--- src/rtl/uart_cmd_rcv.sv ---
// UART 8N1 receiver that pairs two bytes (high first) into a 16-bit command word.
// Flags a bad stop bit or an overlong gap between the two bytes with a one-cycle frm_err.
module uart_cmd_rcv #(
   parameter int BAUD_DIV = 2604,
   parameter int GAP_BITS = 20
) (
   input  logic        clk,
   input  logic        rst_n,
   input  logic        RX,
   input  logic        clr_cmd_rdy,
   output logic [15:0] cmd,
   output logic        cmd_rdy,
   output logic        frm_err
);

   localparam int CW      = $clog2(BAUD_DIV);
   localparam int GAP_LIM = GAP_BITS * BAUD_DIV;
   localparam int GW      = $clog2(GAP_LIM + 1);

   localparam logic [CW-1:0] HALF_M1 = CW'(BAUD_DIV / 2 - 1);
   localparam logic [CW-1:0] FULL_M1 = CW'(BAUD_DIV - 1);
   localparam logic [GW-1:0] GAP_M1  = GW'(GAP_LIM - 1);

   localparam logic [1:0] IDLE  = 2'd0;
   localparam logic [1:0] START = 2'd1;
   localparam logic [1:0] DATA  = 2'd2;
   localparam logic [1:0] STOP  = 2'd3;

   localparam logic [0:0] WAIT_HI = 1'b0;
   localparam logic [0:0] WAIT_LO = 1'b1;

   logic          rx_ff1, rx_s, rx_prev;
   logic [1:0]    state;
   logic [CW-1:0] baud_cnt;
   logic [3:0]    bit_cnt;
   logic [7:0]    shreg;
   logic          byte_vld;
   logic [0:0]    asm_st;
   logic [7:0]    hi_byte;
   logic [GW-1:0] gap_cnt;

   logic start_det, start_smp, data_smp, stop_smp, gap_to;

   always_comb begin
      start_det = (state == IDLE) && rx_prev && !rx_s;
      start_smp = (state == START) && (baud_cnt == HALF_M1);
      data_smp  = (state == DATA)  && (baud_cnt == FULL_M1);
      stop_smp  = (state == STOP)  && (baud_cnt == FULL_M1);
      gap_to    = (asm_st == WAIT_LO) && (state == IDLE) && (gap_cnt == GAP_M1);
   end

   // Bit-level receiver; rx_prev tracks rx_s in every state so only IDLE can see a start edge.
   always_ff @(posedge clk) begin
      if (!rst_n) begin
         rx_ff1   <= 1'b1;
         rx_s     <= 1'b1;
         rx_prev  <= 1'b1;
         state    <= IDLE;
         baud_cnt <= '0;
         bit_cnt  <= '0;
         shreg    <= '0;
         byte_vld <= 1'b0;
      end else begin
         rx_ff1   <= RX;
         rx_s     <= rx_ff1;
         rx_prev  <= rx_s;
         byte_vld <= 1'b0;
         case (state)
            IDLE: begin
               if (start_det) begin
                  state    <= START;
                  baud_cnt <= '0;
               end
            end
            START: begin
               if (start_smp) begin
                  baud_cnt <= '0;
                  bit_cnt  <= '0;
                  state    <= rx_s ? IDLE : DATA;
               end else begin
                  baud_cnt <= baud_cnt + 1'b1;
               end
            end
            DATA: begin
               if (data_smp) begin
                  baud_cnt <= '0;
                  shreg    <= {rx_s, shreg[7:1]};
                  bit_cnt  <= bit_cnt + 1'b1;
                  if (bit_cnt == 4'd7) state <= STOP;
               end else begin
                  baud_cnt <= baud_cnt + 1'b1;
               end
            end
            default: begin
               if (stop_smp) begin
                  baud_cnt <= '0;
                  state    <= IDLE;
                  byte_vld <= rx_s;
               end else begin
                  baud_cnt <= baud_cnt + 1'b1;
               end
            end
         endcase
      end
   end

   // Byte pair assembler; shreg is stable during the byte_vld cycle because the bit FSM is IDLE.
   always_ff @(posedge clk) begin
      if (!rst_n) begin
         asm_st  <= WAIT_HI;
         hi_byte <= '0;
         gap_cnt <= '0;
         cmd     <= '0;
         cmd_rdy <= 1'b0;
         frm_err <= 1'b0;
      end else begin
         frm_err <= 1'b0;
         if (stop_smp && !rx_s) begin
            frm_err <= 1'b1;
            asm_st  <= WAIT_HI;
         end else if (byte_vld) begin
            if (asm_st == WAIT_HI) begin
               hi_byte <= shreg;
               asm_st  <= WAIT_LO;
            end else begin
               cmd    <= {hi_byte, shreg};
               asm_st <= WAIT_HI;
            end
         end else if (gap_to) begin
            frm_err <= 1'b1;
            asm_st  <= WAIT_HI;
         end

         if ((byte_vld && asm_st == WAIT_HI) || start_det)
            gap_cnt <= '0;
         else if (asm_st == WAIT_LO && state == IDLE)
            gap_cnt <= gap_to ? '0 : gap_cnt + 1'b1;

         // A completed pair beats any clear arriving in the same cycle.
         if (byte_vld && asm_st == WAIT_LO)
            cmd_rdy <= 1'b1;
         else if (clr_cmd_rdy || (start_smp && !rx_s && asm_st == WAIT_HI))
            cmd_rdy <= 1'b0;
      end
   end

endmodule

--- config.mk ---
export PLATFORM = sky130hd
export DESIGN_NAME = uart_cmd_rcv
export DESIGN_NICKNAME = d
export VERILOG_FILES = /design/src/rtl/uart_cmd_rcv.sv
export SDC_FILE = /design/constraint.sdc
export NUM_CORES = 1
export LEC_CHECK = 0
export ABC_CLOCK_PERIOD_IN_PS = 2250
export CAP_MARGIN = 30
export CORE_UTILIZATION = 40
export CTS_CLUSTER_DIAMETER = 40
export DETAILED_ROUTE_END_ITERATION = 10
export PLACE_DENSITY_LB_ADDON = 0.2
export SYNTH_ARGS = -nofsm -noshare
export SYNTH_HDL_FRONTEND = slang
export SYNTH_SLANG_ARGS = --single-unit
--- constraint.sdc ---
create_clock -name clk -period 2.25 [get_ports clk]
set_clock_uncertainty 0.05 [all_clocks]
set_input_delay 0.3375 -clock clk [delete_from_list [all_inputs] [get_ports clk]]
set_output_delay 0.3375 -clock clk [all_outputs]
set_load 0.05 [all_outputs]
Yosys cells after proc, flatten, opt, wreduce, memory -nomap -nowiden
Index checks and enable logic that the tools add are counted.

word-level totals
  output and inout bits = 18
  bits of input ports = 4
  word-level logic and storage cells = 84
  flip-flop bits (word level) = 73

cells by class
  $add $sub $neg = 3
  eq/ne operators = 11
  reductions and logical operators = 28
  bitwise operators = 4
  mux-type cells = 24

operators by type and width
  cell                                                                     number
  12-bit 2-to-1 mux                                                        4
  12-bit case mux with 3 select lines                                      1
  16-bit by 1-bit adder with 16-bit output, second input constant          1
  16-bit equality test, second input constant                              1
  16-bit 2-to-1 mux                                                        1
  12-bit by 1-bit adder with 12-bit output, second input constant          1
  12-bit by 11-bit equality test with 1-bit output, second input constant  1
  12-bit equality test, second input constant                              1
  1-bit logical AND                                                        12
  2-bit 2-to-1 mux                                                         6
  3-bit AND reduction                                                      3
  1-bit 2-to-1 mux                                                         8
  4-bit 2-to-1 mux                                                         2
  4-bit case mux with 2 select lines                                       1
  2-bit != test, second input constant                                     3
  2-bit case mux with 3 select lines                                       1
  2-bit nonzero test                                                       3
  5-bit AND reduction                                                      1
  5-bit OR reduction                                                       1
  4-bit by 1-bit adder with 4-bit output, second input constant            1
  2-bit equality test, second input constant                               2
  4-bit by 3-bit equality test with 1-bit output, second input constant    1
  1-bit NOT                                                                4
  4-bit nonzero test                                                       1
  other kinds (7)                                                          9

Logic depth before layout (Yosys ltp)
Gate-level depths: netlist (run 1).

  depth after elaboration = 7
  gate-level depth with buffers = 8
  mapped depth without buffers = 7

Least setup slack after synthesis (run 1)
Ideal clock, no wire load.

  path kind = register to register
  start point = register baud_cnt[0]
  end point = register state[1]
  clock period less this slack = 2,370 ps
  cell stages (with the launch flop) = 7
  arrival = 2,204 ps
  slack = -120 ps
  required time = 2,084 ps
  path buffers = 0
  library setup time = 116 ps
  cell sequence = dfxtp_1 > ha_1 > or4b_2 > o31ai_2 > o21ai_1 > o311a_1 > a41o_1

on the way
  longest elaborated chain between the ends = 4
  elaborated cells between the ends (all ways) = 9
  those cells by class = eq/ne: 4; reduce/logical: 5

RTL lines
  element                                                                                   RTL line    RTL
  from (decl)                                                                               34          logic [CW-1:0] baud_cnt;
  from (signal assigned)                                                                    81          baud_cnt <= baud_cnt + 1'b1;
  from (signal assigned)                                                                    91          baud_cnt <= baud_cnt + 1'b1;
  from (signal assigned)                                                                    100         baud_cnt <= baud_cnt + 1'b1;
  12-bit equality test or 12-bit by 11-bit equality test with 1-bit output (tied branches)  47, 48, 46
  1-bit logical AND (on tied branches)                                                      48, 46, 47
  4-bit nonzero test (no line) or 2-bit != test (tied branches)                             -
  5-bit AND reduction (no line) *                                                           -
  to (signal assigned)                                                                      79          state <= rx_s ? IDLE : DATA;
  to (decl)                                                                                 33          logic [1:0] state;

Mark *: on every way between the ends. The rest lies on a longest branch, timed or not.
A chain may end at the register's enable or synchronous reset.

Final worst setup path (run 1)
  start point = register baud_cnt[10]
  end point = register state[1]

The elaborated chain is that of the path after synthesis.

==> results.py, run 1 <==
metrics = {
    "sta": {
        "tightest_slew_ps": 548.0,
        "relSlewSlack": 0.6343,
        "finalSetupViolCount": 2,
        "slew_viol_final": 0,
        "hold_viol": 0,
        "rsz0062_at_grt": "true",
        "min_period_ps": 2264,
        "fin_crit_sh": 1.006,
        "fin_ws_ps": -13.53,
        "max_freq_mhz": 441.8,
    },
    "critical_path": {
        "cp_top_family": "simple AND/OR/NAND/NOR gates",
        "startpoint": "baud_cnt[10]",
        "startpoint_type": "flip-flop",
        "path_class": "flip-flop to flip-flop",
        "r2r_start": "baud_cnt[10]",
        "critPathArrivalTime_ps": 2450,
        "end_kind": "flip-flop",
        "critPathSlowestCell": "or4b_4",
        "crit_path_max_fanout": 3,
        "cp.required_ps": 2440,
        "critPathBufInv": 0,
        "max_stage_delay_ps": 550,
        "worstPathCellList": "or4b_4 -> or4_4 -> a22o_1 -> o311a_1 -> a41o_1",
    },
    "yosys": {
        "ys_seq_area_frac": 0.4401,
        "synth_ff_type": "dfxtp_1",
        "synth_edf_count": 0,
        "synth_cells": 357,
        "syn_nets": 370,
        "syn_area_mm2": 0.003321,
        "ys_ff_latch": 73,
        "synth_cell_types": 48,
        "avgSynthCellArea_um2": 9.302,
        "async_flop_share": 0,
        "synth.yosys.warnings": 0,
    },
    "run_status": {
        "status": "complete, but fails checks",
        "failed_checks": "setup timing",
    },
    "cells_and_area": {
        "fin_area_mm2": 0.004084,
        "final_util": 0.5178,
        "final_common_cell": "dfxtp_1",
        "final-instance-count-excl-fill": 512,
        "syn2layout_area_growth_pct": 22.98,
        "n_fill_cell": 748,
        "final_cell_mix": "dfxtp_1 (73), nand2_1 (40), nor2_1 (36), nor2b_1 (29), buf_4 (26)",
        "seqCellArea_mm2": 0.001461,
        "n_antenna_cell": 0,
        "fin_nets": 418,
        "drive_gt1_frac": 0.1415,
        "multi_input_area_mm2": 0.001770,
    },
    "drt": {
        "vias_per_cell": 4.971,
        "drt-total-wl_um": 6482,
        "wl_per_cell_um": 12.66,
        "drc": 0,
        "drt-initial-drc-count": 67,
        "ant_nets": 0,
        "vias": 2545,
        "first_pass_iters": 4,
    },
    "clock_tree": {
        "cts_max_level": 3,
        "cts_buffers": 9,
        "hold_buffers": 0,
        "clock_sinks": 73,
        "path_clk_slew_ps": 70,
        "insertion_delay_ps": 350,
        "cts_tree": "built",
        "clockBufferDepth": 2,
        "clockRootBuffer": "clkbuf_8",
    },
    "pwr": {
        "cellPowerDensity_mw_per_mm2": 657.7,
        "power.leakage_nw": 1.586,
        "peakVddDrop_v": 0.0004335,
    },
    "placed_design": {
        "gp_congestion": 0.8996,
        "numPortBuffers": 21,
        "dp_cells": 494,
        "pre_cts_slack_ps": -11.29,
        "post-dp-hpwl_um": 4465,
        "post_dp_cell_area_mm2": 0.003849,
    },
    "job": {
        "cap_violations": 0,
    },
    "grt": {
        "grt_pass1_wl_um": 10990,
        "grt_pass1_vias": 2377,
        "grt_max_degree": 29,
        "grt_remaining_overflow": 0,
        "grt_antenna_before_repair": 0,
        "grt_usage": 0.1611,
    },
    "hold_path": {
        "min_from": "rx_ff1",
        "hold_path.class": "flip-flop to flip-flop",
    },
    "floorplan": {
        "die_width_um": 93.12,
        "die-area_mm2": 0.008670,
        "core_mm2": 0.007888,
        "row_count": 32,
        "start_util": 0.4210,
        "die_h_um": 93.12,
        "io-pin-count": 22,
    },
}
through the flow:
step           setup TNS [ps]  total power, mW  hold WS, ps
5_1_grt                -827.9            2.807        395.3
2_1_floorplan               0            1.571        336.3
3_5_place_dp           -11.29            1.703        350.3
4_1_cts                -27.13            2.729        368.0
3_3_place_gp                0            1.700        339.6
6_report               -13.71            2.686        361.6
metal layers:
| metal | up-vias | global-route usage | wire [µm] |
|---|---|---|---|
| li1 | 1327 | - | - |
| met1 | 1152 | 0.1974 | 3149 |
| met2 | 47 | 0.2616 | 2958 |
| met3 | 19 | 0.04553 | 219 |
| met4 | 0 | 0.07308 | 155 |
| met5 | - | 0 | 0 |
what timing repair did:
item / in CTS / in global routing
setup buffers: 0 / 1
pin swaps: 0 / 1
setup endpoints to repair: 1 / 6
resized for setup: 0 / 2
gates cloned: 0 / 1
layout make-up:
| type | instances | share of cell area |
|---|---|---|
| clock buffers | 10 | 0.03125 |
| repair buffers | 51 | 0.1201 |
| flip-flops and latches | 73 | 0.3578 |
| clock inverters | 6 | 0.01685 |
| inverters | 10 | 0.009191 |
| well taps | 102 | 0.03125 |
| multi-input cells | 260 | 0.4335 |
Yosys cell counts, types with 2 or more instances:
cell	count	share of area
a21boi_1	8	0.018
a21oi_1	7	0.011
and3_1	3	0.0057
and4_1	2	0.0053
clkbuf_1	11	0.012
dfxtp_1	73	0.44
ha_1	9	0.034
inv_1	10	0.011
mux2i_1	25	0.075
nand2_1	40	0.045
nand2b_1	6	0.011
nand3_1	13	0.020
nand3b_1	5	0.011
nand4_1	12	0.023
nor2_1	36	0.041
nor2b_1	29	0.055
nor3_1	8	0.012
nor4_1	2	0.0038
o2111ai_1	2	0.0053
o211ai_1	2	0.0045
o21ai_1	2	0.0030
o22ai_1	4	0.0075
xnor2_1	11	0.029
xor2_1	13	0.034
where the power goes:
part	internal [mW]	total (mW)	switching (mW)
sequential	1.30	1.31	0.00780
combinational	0.153	0.363	0.210
clock	0.513	1.01	0.498
total	1.97	2.69	0.716
registers in the layout, summed over array words and instances, names as in the netlist, 2 cells and up:
| name | count |
|---|---|
| baud_cnt | 12 |
| bit_cnt | 4 |
| cmd | 16 |
| gap_cnt | 16 |
| hi_byte | 8 |
| shreg | 8 |
| state | 2 |
cell families (layout without fill, tap and decap cells):
kind of cell | after synthesis | in the layout | share of synthesized area
simple gates | 166 | 166 | 0.2649
flops | 73 | 73 | 0.4401
compound gates | 36 | 36 | 0.09005
mux | 25 | 25 | 0.07536
xor+xnor | 24 | 24 | 0.06330
buf+inv | 24 | 77 | 0.03240
fa+ha+maj | 9 | 9 | 0.03391
final timing paths:
check             cells past startpoint       end  slack, ps
hold / removal                        1      rx_s        360
hold reg to reg                       1      rx_s        360
setup / recovery                      5  state[1]        -10
setup reg to reg                      5  state[1]        -10
Note: power is estimated with default switching activity, not from simulation.
==> run 2, diff against run 1 <==
ABC_CLOCK_PERIOD_IN_PS = 1800   (was 2250)
CORE_UTILIZATION = 50   (was 40)
clock period = 1.8 ns   (was 2.25 ns; I/O delays follow)
==> run 2 against run 1 <==
Effect of this change:
- sequential power is 25% higher
- power grew 32%
- the run still ends with setup timing left
- critical path depth stayed put
- wire length up 14%
- critical endpoint unchanged
- die area shrank 20%
- critical path type unchanged
==> results.py, run 2 (synthesized netlist as in run 1, its figures left out) <==
metrics = {
    "critical_path": {
        "r2r_setup_slack_ps": -410,
        "reg2regPathDepth": 5,
        "cp.required_ps": 2010,
        "end_kind": "flip-flop",
        "max_stage_delay_ps": 530,
        "crit_path_max_fanout": 3,
        "critPathSlowestCell": "or4b_4",
        "path_class": "flip-flop to flip-flop",
        "worstPathCellList": "or4b_4 -> or4_4 -> a22o_1 -> o311a_1 -> a41o_1",
        "critPathArrivalTime_ps": 2420,
        "startpoint_type": "flip-flop",
    },
    "floorplan": {
        "row_count": 29,
        "die_h_um": 83.50,
        "die_width_um": 83.50,
        "io-pin-count": 22,
        "die-area_mm2": 0.006971,
        "start_util": 0.5200,
        "core_mm2": 0.006386,
    },
    "sta": {
        "hold_viol": 0,
        "fin_crit_sh": 1.230,
        "finalSetupViolCount": 52,
        "relSlewSlack": 0.6635,
        "setup_tns_ps": -16310,
        "fin_ws_ps": -414.1,
        "min_period_ps": 2214,
        "tightest_slew_ps": 503.9,
        "max_freq_mhz": 451.7,
        "rsz0062_at_grt": "true",
        "slew_viol_final": 0,
    },
    "clock_tree": {
        "clockRootBuffer": "clkbuf_8",
        "cts_tree": "built",
        "path_clk_slew_ps": 90,
        "clock_sinks": 73,
        "cts_buffers": 9,
        "clockBufferDepth": 2,
        "insertion_delay_ps": 360,
        "hold_buffers": 0,
        "cts_max_level": 3,
    },
    "run_status": {
        "status": "complete, but fails checks",
        "failed_checks": "setup timing",
    },
    "drt": {
        "wl_per_cell_um": 14.20,
        "drc": 0,
        "first_pass_iters": 4,
        "vias": 2778,
        "drt-total-wl_um": 7358,
        "vias_per_cell": 5.363,
        "ant_nets": 0,
        "drt-initial-drc-count": 112,
    },
    "cells_and_area": {
        "drive_gt1_frac": 0.2653,
        "fin_nets": 449,
        "n_antenna_cell": 0,
        "reg_top3": "cmd x16, gap_cnt x16, baud_cnt x12",
        "syn2layout_area_growth_pct": 33.12,
        "final_cell_mix": "dfxtp_1 (72), buf_4 (56), nand2_1 (34), nor2_1 (30), nor2b_1 (29)",
        "final_util": 0.6922,
        "final_common_cell": "dfxtp_1",
    },
    "grt": {
        "grt_pass1_vias": 2678,
        "grt_usage": 0.2152,
        "grt_pass1_wl_um": 11870,
        "grt_max_degree": 55,
        "grt_antenna_before_repair": 0,
        "grt_remaining_overflow": 0,
    },
    "placed_design": {
        "post-dp-hpwl_um": 4883,
        "numPortBuffers": 21,
        "pre_cts_slack_ps": -434.9,
        "gp_congestion": 0.8519,
    },
    "pwr": {
        "cellPowerDensity_mw_per_mm2": 800.9,
        "peakVddDrop_v": 0.0005524,
        "power.leakage_nw": 1.889,
    },
    "hold_path": {
        "hold_path.class": "flip-flop to flip-flop",
        "hold_depth": 1,
    },
    "job": {
        "cap_violations": 0,
    },
}
[run 2: layout make-up]
cell class	count	area, µm²
Sequential cell	73	1463
Tap cell	77	96.34
Multi-Input combinational cell	260	1913
Fill cell	504	1966
Inverter	10	37.54
Timing Repair Buffer	82	726.9
Clock buffer	9	123.9
Clock inverter	7	60.06
[run 2: path summary, 6_finish.rpt]
check,end,startpoint
hold reg to reg,rx_s,rx_ff1
setup reg to reg,state[1],baud_cnt[10]
hold / removal,rx_s,rx_ff1
setup / recovery,state[1],baud_cnt[10]
[run 2: where the power goes]
part	total, mW	internal (mW)	switching (mW)
Sequential	1.64	1.63	0.00904
Combinational	0.688	0.340	0.348
Clock	1.21	0.523	0.691
[run 2: layer usage]
metal,track usage,vias to the layer above,routed length [µm]
li1,-,1384,-
met1,0.2401,1329,3215
met3,0.06034,22,250
met5,0,-,0
met4,0.1125,0,224
met2,0.3733,43,3668
[run 2: what timing repair did]
item                                    in CTS  in global routing
gates cloned                                 0                  0
endpoints found under the setup margin      80                 70
buffers inserted                             6                  5
pin swaps                                    2                  9
gates resized for setup                     22                 28
[run 2: worst max-delay path, delay by kind of cell, from the launching register on]
kind | cells | cell delay [ps]
AOI/OAI and AO/OA | 3 | 760
DFF | 1 | 320
and+or+nand+nor | 2 | 1000
[run 2: metrics by stage]
step                      power, mW  instances  cell area [µm²]  hold WS [ps]
after CTS                     3.517        513             4282         390.7
after detailed placement      2.250        491             4013         370.1
final                         3.541        518             4420         373.4
after global placement        2.238        491             4013         356.6
after floorplan               1.981        357             3371         321.5
after global routing          3.684        518             4420         415.8
